## src/rtl/i2c_ctrl_queue.sv

```systemverilog
// Descriptor queue feeding the I2C master FSM: DEPTH-entry circular buffer plus one active register set.
// Optional push validation (clock divider and 7-bit address range) is enabled by defining I2C_CTRL_VALIDATE_EN.
package i2c_pkg;
    typedef enum logic {TX = 1'b0, RX = 1'b1} DataDirection;
    typedef enum logic {ADDR_7_BIT = 1'b0, ADDR_10_BIT = 1'b1} AddressMode;
endpackage

module i2c_ctrl_queue
    import i2c_pkg::*;
#(
    parameter int DEPTH     = 4,
    parameter int DIV_W     = 32,
    parameter int RESET_DIV = 300
) (
    input  logic                       clk,
    input  logic                       rst,
    input  logic [9:0]                 u_bus_address,
    input  DataDirection               u_data_direction,
    input  AddressMode                 u_address_mode,
    input  logic                       u_stretch_enabled,
    input  logic [DIV_W-1:0]           u_clock_div,
    input  logic                       push,
    output logic                       push_ready,
    input  logic                       load_buffer,
    input  logic                       flush,
    output logic [9:0]                 bus_address,
    output DataDirection               data_direction,
    output AddressMode                 address_mode,
    output logic                       stretch_enabled,
    output logic [DIV_W-1:0]           clock_div,
    output logic [$clog2(DEPTH+1)-1:0] count,
    output logic                       empty,
    output logic                       full,
    output logic                       overflow,
`ifdef I2C_CTRL_VALIDATE_EN
    output logic                       cfg_error,
`endif
    output logic                       load_miss
);
    localparam int PW = $clog2(DEPTH);
    localparam int CW = $clog2(DEPTH+1);

    typedef struct packed {
        logic [9:0]       addr;
        DataDirection     dir;
        AddressMode       mode;
        logic             stretch;
        logic [DIV_W-1:0] div;
    } desc_t;

    localparam desc_t RESET_DESC = '{addr: 10'd0, dir: RX, mode: ADDR_7_BIT,
                                     stretch: 1'b1, div: DIV_W'(RESET_DIV)};

    desc_t          mem_q [DEPTH];
    desc_t          active_q, active_d, in_desc;
    logic [PW-1:0]  wr_ptr_q, wr_ptr_d, rd_ptr_q, rd_ptr_d;
    logic [CW-1:0]  count_q, count_d;
    logic           overflow_q, overflow_d;
    logic           load_miss_q, load_miss_d;
    logic           wr_en, do_load, push_valid;

    assign in_desc = '{addr: u_bus_address, dir: u_data_direction, mode: u_address_mode,
                       stretch: u_stretch_enabled, div: u_clock_div};

    assign empty      = (count_q == '0);
    assign full       = (count_q == CW'(DEPTH));
    assign push_ready = !full;

`ifdef I2C_CTRL_VALIDATE_EN
    logic cfg_error_q, cfg_error_d;
    assign cfg_error  = cfg_error_q;
    assign push_valid = !((u_clock_div < DIV_W'(4)) ||
                          (u_address_mode == ADDR_7_BIT && u_bus_address[9:7] != 3'b000));
`else
    assign push_valid = 1'b1;
`endif

    always_comb begin
        wr_ptr_d    = wr_ptr_q;
        rd_ptr_d    = rd_ptr_q;
        count_d     = count_q;
        overflow_d  = overflow_q;
        load_miss_d = 1'b0;
        active_d    = active_q;
        wr_en       = 1'b0;
        do_load     = 1'b0;
`ifdef I2C_CTRL_VALIDATE_EN
        cfg_error_d = 1'b0;
`endif
        if (flush) begin
            // Flush wins over everything in the same cycle; active descriptor survives.
            wr_ptr_d   = '0;
            rd_ptr_d   = '0;
            count_d    = '0;
            overflow_d = 1'b0;
        end else begin
            if (push) begin
                if (full) begin
                    overflow_d = 1'b1;
                end else if (push_valid) begin
                    wr_en    = 1'b1;
                    wr_ptr_d = wr_ptr_q + PW'(1);
                end
`ifdef I2C_CTRL_VALIDATE_EN
                else begin
                    cfg_error_d = 1'b1;
                end
`endif
            end
            if (load_buffer) begin
                if (empty) begin
                    load_miss_d = 1'b1;
                end else begin
                    do_load  = 1'b1;
                    active_d = mem_q[rd_ptr_q];
                    rd_ptr_d = rd_ptr_q + PW'(1);
                end
            end
            count_d = count_q + CW'(wr_en) - CW'(do_load);
        end
    end

    // Queue storage carries no reset; only pointers and count define validity.
    always_ff @(posedge clk) begin
        if (wr_en) begin
            mem_q[wr_ptr_q] <= in_desc;
        end
    end

    always_ff @(posedge clk or posedge rst) begin
        if (rst) begin
            wr_ptr_q    <= '0;
            rd_ptr_q    <= '0;
            count_q     <= '0;
            overflow_q  <= 1'b0;
            load_miss_q <= 1'b0;
            active_q    <= RESET_DESC;
`ifdef I2C_CTRL_VALIDATE_EN
            cfg_error_q <= 1'b0;
`endif
        end else begin
            wr_ptr_q    <= wr_ptr_d;
            rd_ptr_q    <= rd_ptr_d;
            count_q     <= count_d;
            overflow_q  <= overflow_d;
            load_miss_q <= load_miss_d;
            active_q    <= active_d;
`ifdef I2C_CTRL_VALIDATE_EN
            cfg_error_q <= cfg_error_d;
`endif
        end
    end

    assign bus_address     = active_q.addr;
    assign data_direction  = active_q.dir;
    assign address_mode    = active_q.mode;
    assign stretch_enabled = active_q.stretch;
    assign clock_div       = active_q.div;
    assign count           = count_q;
    assign overflow        = overflow_q;
    assign load_miss       = load_miss_q;
endmodule

```

## config.mk

```make
export PLATFORM = sky130hd
export DESIGN_NAME = i2c_ctrl_queue
export DESIGN_NICKNAME = d
export VERILOG_FILES = /design/src/rtl/i2c_ctrl_queue.sv
export SDC_FILE = /design/constraint.sdc
export NUM_CORES = 1
export LEC_CHECK = 0
export ABC_AREA = 1
export CORE_ASPECT_RATIO = 0.6
export CORE_MARGIN = 1.5
export CORE_UTILIZATION = 50
export DETAILED_ROUTE_END_ITERATION = 12
export GPL_TIMING_DRIVEN = 0
export PLACE_DENSITY = 0.72
export SLEW_MARGIN = 40
export SYNTH_ARGS = -nofsm -noshare
export SYNTH_HDL_FRONTEND = slang
export SYNTH_SLANG_ARGS = --single-unit
export TNS_END_PERCENT = 50
```

## constraint.sdc

```tcl
create_clock -name clk -period 3.82 [get_ports clk]
set_input_delay 0.573 -clock clk [delete_from_list [all_inputs] [get_ports clk]]
set_output_delay 0.573 -clock clk [all_outputs]
set_load 0.03 [all_outputs]
```

==> impl_metrics.tcl, run 1 <==
set metrics [dict create \
    finalClockSkew_ps 6.99 \
    clkPwrFrac_pct 26.6 \
    clk_transition_reported_paths_ps 60 \
    tightest_slew_ps 633 \
    coreArea_mm2 0.0192 \
    hp-class "in2async" \
    syn-instance-count 970 \
    endpoint_kind "primary output" \
    reg2reg_depth 7 \
    die_area_mm2 0.0207 \
    grtUsageTotal_pct 21.1 \
    synth_seq_area_share_pct 68.2 \
    criticalPathCategory "reg2out" \
    start_kind "register" \
    synth-async-reset-ratio_pct 23.1 \
    cpLargestDelayFamily "buffers and inverters" \
    dr.pass1.iters 5 \
    crit_path_max_fanout 6 \
    setup_ws_ps 1170 \
    drive_gt1_share_pct 10.5 \
    clk_latency_ps 500 \
    synthTopCellsByArea "edfxtp_1, nand2_1, dfrtp_1, inv_1, nand3_1" \
    peakVddDrop_v 0.000404 \
    grt_pass1_wl_um 33400 \
    grt_max_degree 38 \
    path_buf_inv 2 \
    place_hpwl_um 14300 \
    p_per_area_mw_per_mm2 695 \
    first_global_vias 6437 \
    place_ws_ps 811 \
    status "finished, final reports clean" \
    cp_slowest_cell "clkdlybuf4s50_1" \
    cp_cell_sequence "nor2_4 -> nand2_1 -> inv_1 -> clkdlybuf4s50_1" \
    drt_iter0_drc 617 \
    cts_root_buffer "clkbuf_16" \
    die_h_um 112 \
    maxSlewViolCount 0 \
    antenna_left 0 \
    power_leakage_nw 5.68 \
    drc_errors 0 \
    port_buffers 102 \
    r2r_setup_slack_ps 1420 \
    cp.arrival_ps 2080 \
    netSwitchingFraction_pct 34.7 \
    fmax_mhz 377 \
    areaGrowthSynthToFinish_pct 24.6 \
    rows 39 \
    period_needed_ps 2650 \
    crit_start "count[1]" \
    post-synth-top-count-cell "nand2_1" \
    fin_area_mm2 0.0124 \
    p_switching_mw 2.98 \
    insertedDiodeCount 0 \
    cts_num_sinks 234 \
    finalSetupViolCount 0 \
    netlist_area_mm2 0.00992 \
    h-tree-depth 1 \
    vias_per_cell 4.76 \
    post_dp_cell_area_mm2 0.0116 \
    critical_path.endpoint "full" \
    io_pins 103 \
    fp.dieW_um 185 \
    drt-wirelength-per-cell_um 15.1 \
    totalWireLength_um 21100 \
    cts_tree "built" \
    post_cts_buffers 0 \
    rsz0062_at_grt "false" \
    syn_area_per_cell_um2 10.2 \
    drv_cap 0 \
    fillers 1504 \
    critPathMaxStageDelay_ps 670 \
    synth_top_area_cell "edfxtp_1" \
    nNetsFinal 1166 \
    ys_warn_count 0 \
    cts-resized-gates 0 \
    synth_top_cell_area_share_pct 54.5 \
    ctsHoldBuffers 0 \
    slew_headroom_pct 57.8 \
    overflow 0 \
    worstPathRequired_ps 3250 \
    cts_buffers 22 \
    ys_seq_elements 234 \
    start_util_pct 51.6 \
    seqPwrFrac_pct 38.8 \
    synthDistinctLibCells 27 \
    reg2reg_from "count[1]" \
    cp.depth 4 \
    gp_congestion 0.755 \
    p_comb_share_pct 34.5 \
    syn-num-nets 1027 \
    yosys_most_used_dff "edfxtp_1" \
    via_count 6616 \
    timing.rr.end "mem_q[2][0]" \
    clock_path_buffers 3 \
    fin_crit_sh_pct 69.4 \
    hold_viol 0 \
    netlist_top_cells_count "nand2_1, inv_1, edfxtp_1, nand3_1, dfrtp_1" \
    synth-edff-count 180 \
    power.internal_mw 5.61 \
    antenna_found_initial 1 \
]
power by group through the flow:
stage	clock [mW]	combinational (mW)	sequential (mW)
6_report	2.29	2.97	3.34
3_3_place_gp	0	2.84	3.40
4_1_cts	2.32	2.99	3.34
5_1_grt	2.41	3.25	3.38
3_5_place_dp	0	2.97	3.39
2_1_floorplan	0	1.35	3.86
per-stage QoR:
stage / hold slack [ps] / TNS, ps / utilization (%) / instances / power, mW
floorplan: 490 / 0 / - / 970 / 5.22
global placement: 456 / -253740 / 58.6 / 1338 / 6.24
detailed placement: 457 / 0 / 60.3 / 1351 / 6.36
CTS: 359 / 0 / 64.3 / 1391 / 8.65
global route: 385 / 0 / 64.3 / 1391 / 9.05
finish: 358 / 0 / 64.3 / 1391 / 8.59
worst min-delay path by stage:
stage                              start  depth (start not counted)             end
after floorplan              wr_ptr_q[1]                          2     wr_ptr_q[1]
after global placement    data_direction                          2  data_direction
after detailed placement    clock_div[2]                          2    clock_div[2]
after CTS                            rst                          2  bus_address[2]
after global routing                 rst                          2  bus_address[2]
final                                rst                          2  bus_address[2]
placed cells by master (no fill, tap or decap):
cell type        synthesis  layout
buf_2                   21      21
inv_4                    1       2
nand3_1                 94      94
nor2_1                   9       5
clkinv_2                 0       5
buf_8                    0       5
clkbuf_16                0      23
buf_4                    2       2
nand3_2                  1       1
nand2_1                359     359
fa_1                     1       1
buf_1                    2       2
buf_12                   3       4
inv_1                  194     193
nand2_2                 20      20
edfxtp_1               180     180
inv_2                    3       3
nand2_4                  2       2
or2_2                    1       1
ha_1                     6       6
inv_6                    1       1
nor2_4                   1       5
clkbuf_1                 8      12
xor2_1                   1       1
clkdlybuf4s50_1          0     102
dfrtp_1                 48      48
clkbuf_8                 0       3
buf_6                    1       1
nand4_1                  2       2
bufinv_16                0       3
dfstp_2                  6       6
nor2_8                   1       1
clkinvlp_4               0       1
inv_8                    0       1
buf_16                   0       7
a21oi_1                  2       2
final cells by class:
type                    count  area [um^2]  area share [%]
flip-flops and latches    234         6760            54.7
inverters                 199          757            6.12
well taps                 266          333            2.69
clock inverters            10          134            1.08
multi-input cells         500         2200            17.8
repair buffers            115         1310            10.6
plain buffers              37          229            1.85
clock buffers              30          632            5.11
cell families (layout without fill, tap and decap cells):
family,after synthesis,in the layout,share of synthesized area (%)
AO/OA/AOI/OAI,2,2,0.101
XOR/XNOR,1,1,0.0883
buffers and inverters,236,391,9.91
adder cells (fa/ha/maj),7,7,0.958
AND/OR/NAND/NOR,490,490,20.8
flip-flops,234,234,68.2
metal layers:
metal	GRT usage (%)	wire, um	vias to the layer above
li1	-	-	3272
met5	0	11	-
met1	31.6	9790	3059
met2	32.7	9370	251
met4	4.61	316	2
met3	3.57	1570	32
registers in the layout, summed over array words and instances (netlist names):
name	count
address_mode	1
bus_address	10
clock_div	32
count	3
data_direction	1
load_miss	1
mem_q	180
overflow	1
rd_ptr_q	2
stretch_enabled	1
wr_ptr_q	2
(Power assumes the default switching activity.)
==> inputs of run 2 (changes only) <==
--- a/config.mk
+++ b/config.mk
@@ -11,7 +11,7 @@
 export CORE_UTILIZATION = 50
 export DETAILED_ROUTE_END_ITERATION = 12
 export GPL_TIMING_DRIVEN = 0
-export PLACE_DENSITY = 0.72
+export PLACE_DENSITY = 0.74
 export SLEW_MARGIN = 40
 export SYNTH_ARGS = -nofsm -noshare
 export SYNTH_HDL_FRONTEND = slang
==> constraint.sdc (replaced) <==
create_clock -name clk -period 2.3 [get_ports clk]
set_input_delay 0.345 -clock clk [delete_from_list [all_inputs] [get_ports clk]]
set_output_delay 0.345 -clock clk [all_outputs]
set_load 0.03 [all_outputs]
==> run 2 against run 1 <==
  * Wire length grew 2.1%
  * Sequential cell count unchanged
  * Worst setup slack got worse by 990 ps
  * Register-to-register slack worse by 1200 ps
  * Final cell count unchanged
  * Clock power rose by 49%
  * Global-route usage up 0.63 points
  * Cell area is 0.85% lower
  * Sequential share of layout area up 0.48 points
  * First-iteration DRC count fell by 17%
  * Combinational power up 66%
  * Critical endpoint unchanged
==> impl_metrics.tcl, run 2 (synthesis gave the netlist of run 1 again) <==
set metrics [dict create \
    status "finished, final reports clean" \
    insertedDiodeCount 0 \
    cp_slowest_cell "dfrtp_2" \
    rows 39 \
    critPathMaxStageDelay_ps 460 \
    hold_viol 0 \
    clock_path_buffers 3 \
    cp.arrival_ps 1780 \
    cts_num_sinks 234 \
    areaGrowthSynthToFinish_pct 23.5 \
    clk_transition_reported_paths_ps 60 \
    rsz0062_at_grt "false" \
    ff_latch_area_mm2 0.00677 \
    p_per_area_mw_per_mm2 1140 \
    fillers 1520 \
    criticalPathCategory "reg2out" \
    grt_pass1_wl_um 34500 \
    start_util_pct 51.6 \
    io_pins 103 \
    drv_cap 0 \
    port_buffers 102 \
    setup_ws_ps 175 \
    drt_iter0_drc 514 \
    coreArea_mm2 0.0192 \
    antenna_found_initial 1 \
    die_h_um 112 \
    endpoint_kind "primary output" \
    ctsHoldBuffers 0 \
    h-tree-depth 1 \
    multi_input_area_mm2 0.00221 \
    place_hpwl_um 14700 \
    peakVddDrop_v 0.000691 \
    clk_latency_ps 520 \
    whs_ps 156 \
    grtUsageTotal_pct 21.7 \
    overflow 0 \
    regMostFlops "mem_q" \
    fp.dieW_um 185 \
    vias_per_cell 4.78 \
    start_kind "register" \
    die_area_mm2 0.0207 \
    period_needed_ps 2120 \
    finalSetupViolCount 0 \
    grt_max_degree 34 \
    cp_cell_sequence "nor2_4 -> nand2_2 -> inv_1 -> dlygate4sd2_1" \
    power_leakage_nw 5.62 \
    layout_commonest_cell "nand2_1" \
    totalWireLength_um 21500 \
    finalClockSkew_ps 19.9 \
    power.total_mw 13.9 \
    gp_congestion 0.808 \
    cts_tree "built" \
    tightest_slew_ps 636 \
    worstPathRequired_ps 1960 \
    first_global_vias 6616 \
    place_ws_ps -310 \
    cts_root_buffer "clkbuf_16" \
    drive_gt1_share_pct 10.1 \
    fin_crit_sh_pct 92.4 \
    cts_buffers 22 \
    path_buf_inv 2 \
    final_cell_mix "nand2_1, inv_1, edfxtp_1, clkdlybuf4s50_1, nand3_1" \
    drt-wirelength-per-cell_um 15.4 \
    nNetsFinal 1166 \
    crit_path_max_fanout 6 \
    antenna_left 0 \
    maxSlewViolCount 0 \
    drc_errors 0 \
    cpLargestDelayFamily "buffers and inverters" \
    via_count 6649 \
    fmax_mhz 471 \
    dr.pass1.iters 5 \
    slew_headroom_pct 57.6 \
    largest_register_ffs 180 \
    hp-class "in2async" \
]
[run 2: cell types whose count changed in the layout (fill, tap and decap cells not counted), moves of 2 or more]
cell,previous run,this run
buf_8,5,7
buf_16,7,5
bufinv_16,3,0
dlygate4sd2_1,0,2
clkinv_2,5,1
clkbuf_1,12,19
clkdlybuf4s50_1,102,99
[run 2: layout make-up]
class	count	share of cell area, %
multi-input cells	500	18.0
clock inverters	3	0.245
clock buffers	37	5.28
repair buffers	115	10.5
plain buffers	37	1.87
inverters	199	6.18
well taps	266	2.72
flip-flops and latches	234	55.2
[run 2: path summary, 6_finish.rpt]
kind | start | slack (ps) | cells after the start | to
setup / recovery | count[1] | 180 | 4 | full
hold / removal | rst | 160 | 2 | overflow
setup reg to reg | count[1] | 180 | 7 | mem_q[3][1]
hold reg to reg | clock_div[3] | 470 | 2 | clock_div[3]
max in group asynchronous | rst | 1590 | 3 | clock_div[2]
min in group clk | u_clock_div[26] | 450 | 1 | mem_q[0][26]
[run 2: layer usage]
metal | global-route usage, % | vias up | routed length, um
li1 | - | 3269 | -
met2 | 33.4 | 220 | 9490
met1 | 32.5 | 3130 | 10200
met5 | 0 | - | 13
met3 | 4.09 | 28 | 1500
met4 | 4.66 | 2 | 292
[run 2: per-stage QoR]
stage                     instance area, um^2  setup TNS [ps]  instances  utilization [%]
final                                   12300               0       1391             63.7
after global routing                    12300               0       1391             63.7
after CTS                               12300               0       1391             63.7
after detailed placement                11600          -16210       1351             60.2
after global placement                  11300         -146460       1338             58.8
after floorplan                          9960               0        970                -
[run 2: power by group]
part	total [mW]	switching [mW]	internal, mW
registers	5.55	0.313	5.24
logic	4.93	3.16	1.77
clock network	3.42	1.50	1.92
[run 2: repair_timing]
| action | CTS | global route |
|---|---|---|
| setup buffers | 0 | 0 |
| resized for setup | 2 | 1 |
| setup endpoints to repair | 2 | 1 |
==> inputs of run 3 (changes only) <==
--- a/config.mk
+++ b/config.mk
@@ -6,6 +6,7 @@
 export NUM_CORES = 1
 export LEC_CHECK = 0
 export ABC_AREA = 1
+export CAP_MARGIN = 20
 export CORE_ASPECT_RATIO = 0.6
 export CORE_MARGIN = 1.5
 export CORE_UTILIZATION = 50
==> results of run 3 <==
Same layout as run 2: the final DEF is identical, and so are final timing and power.
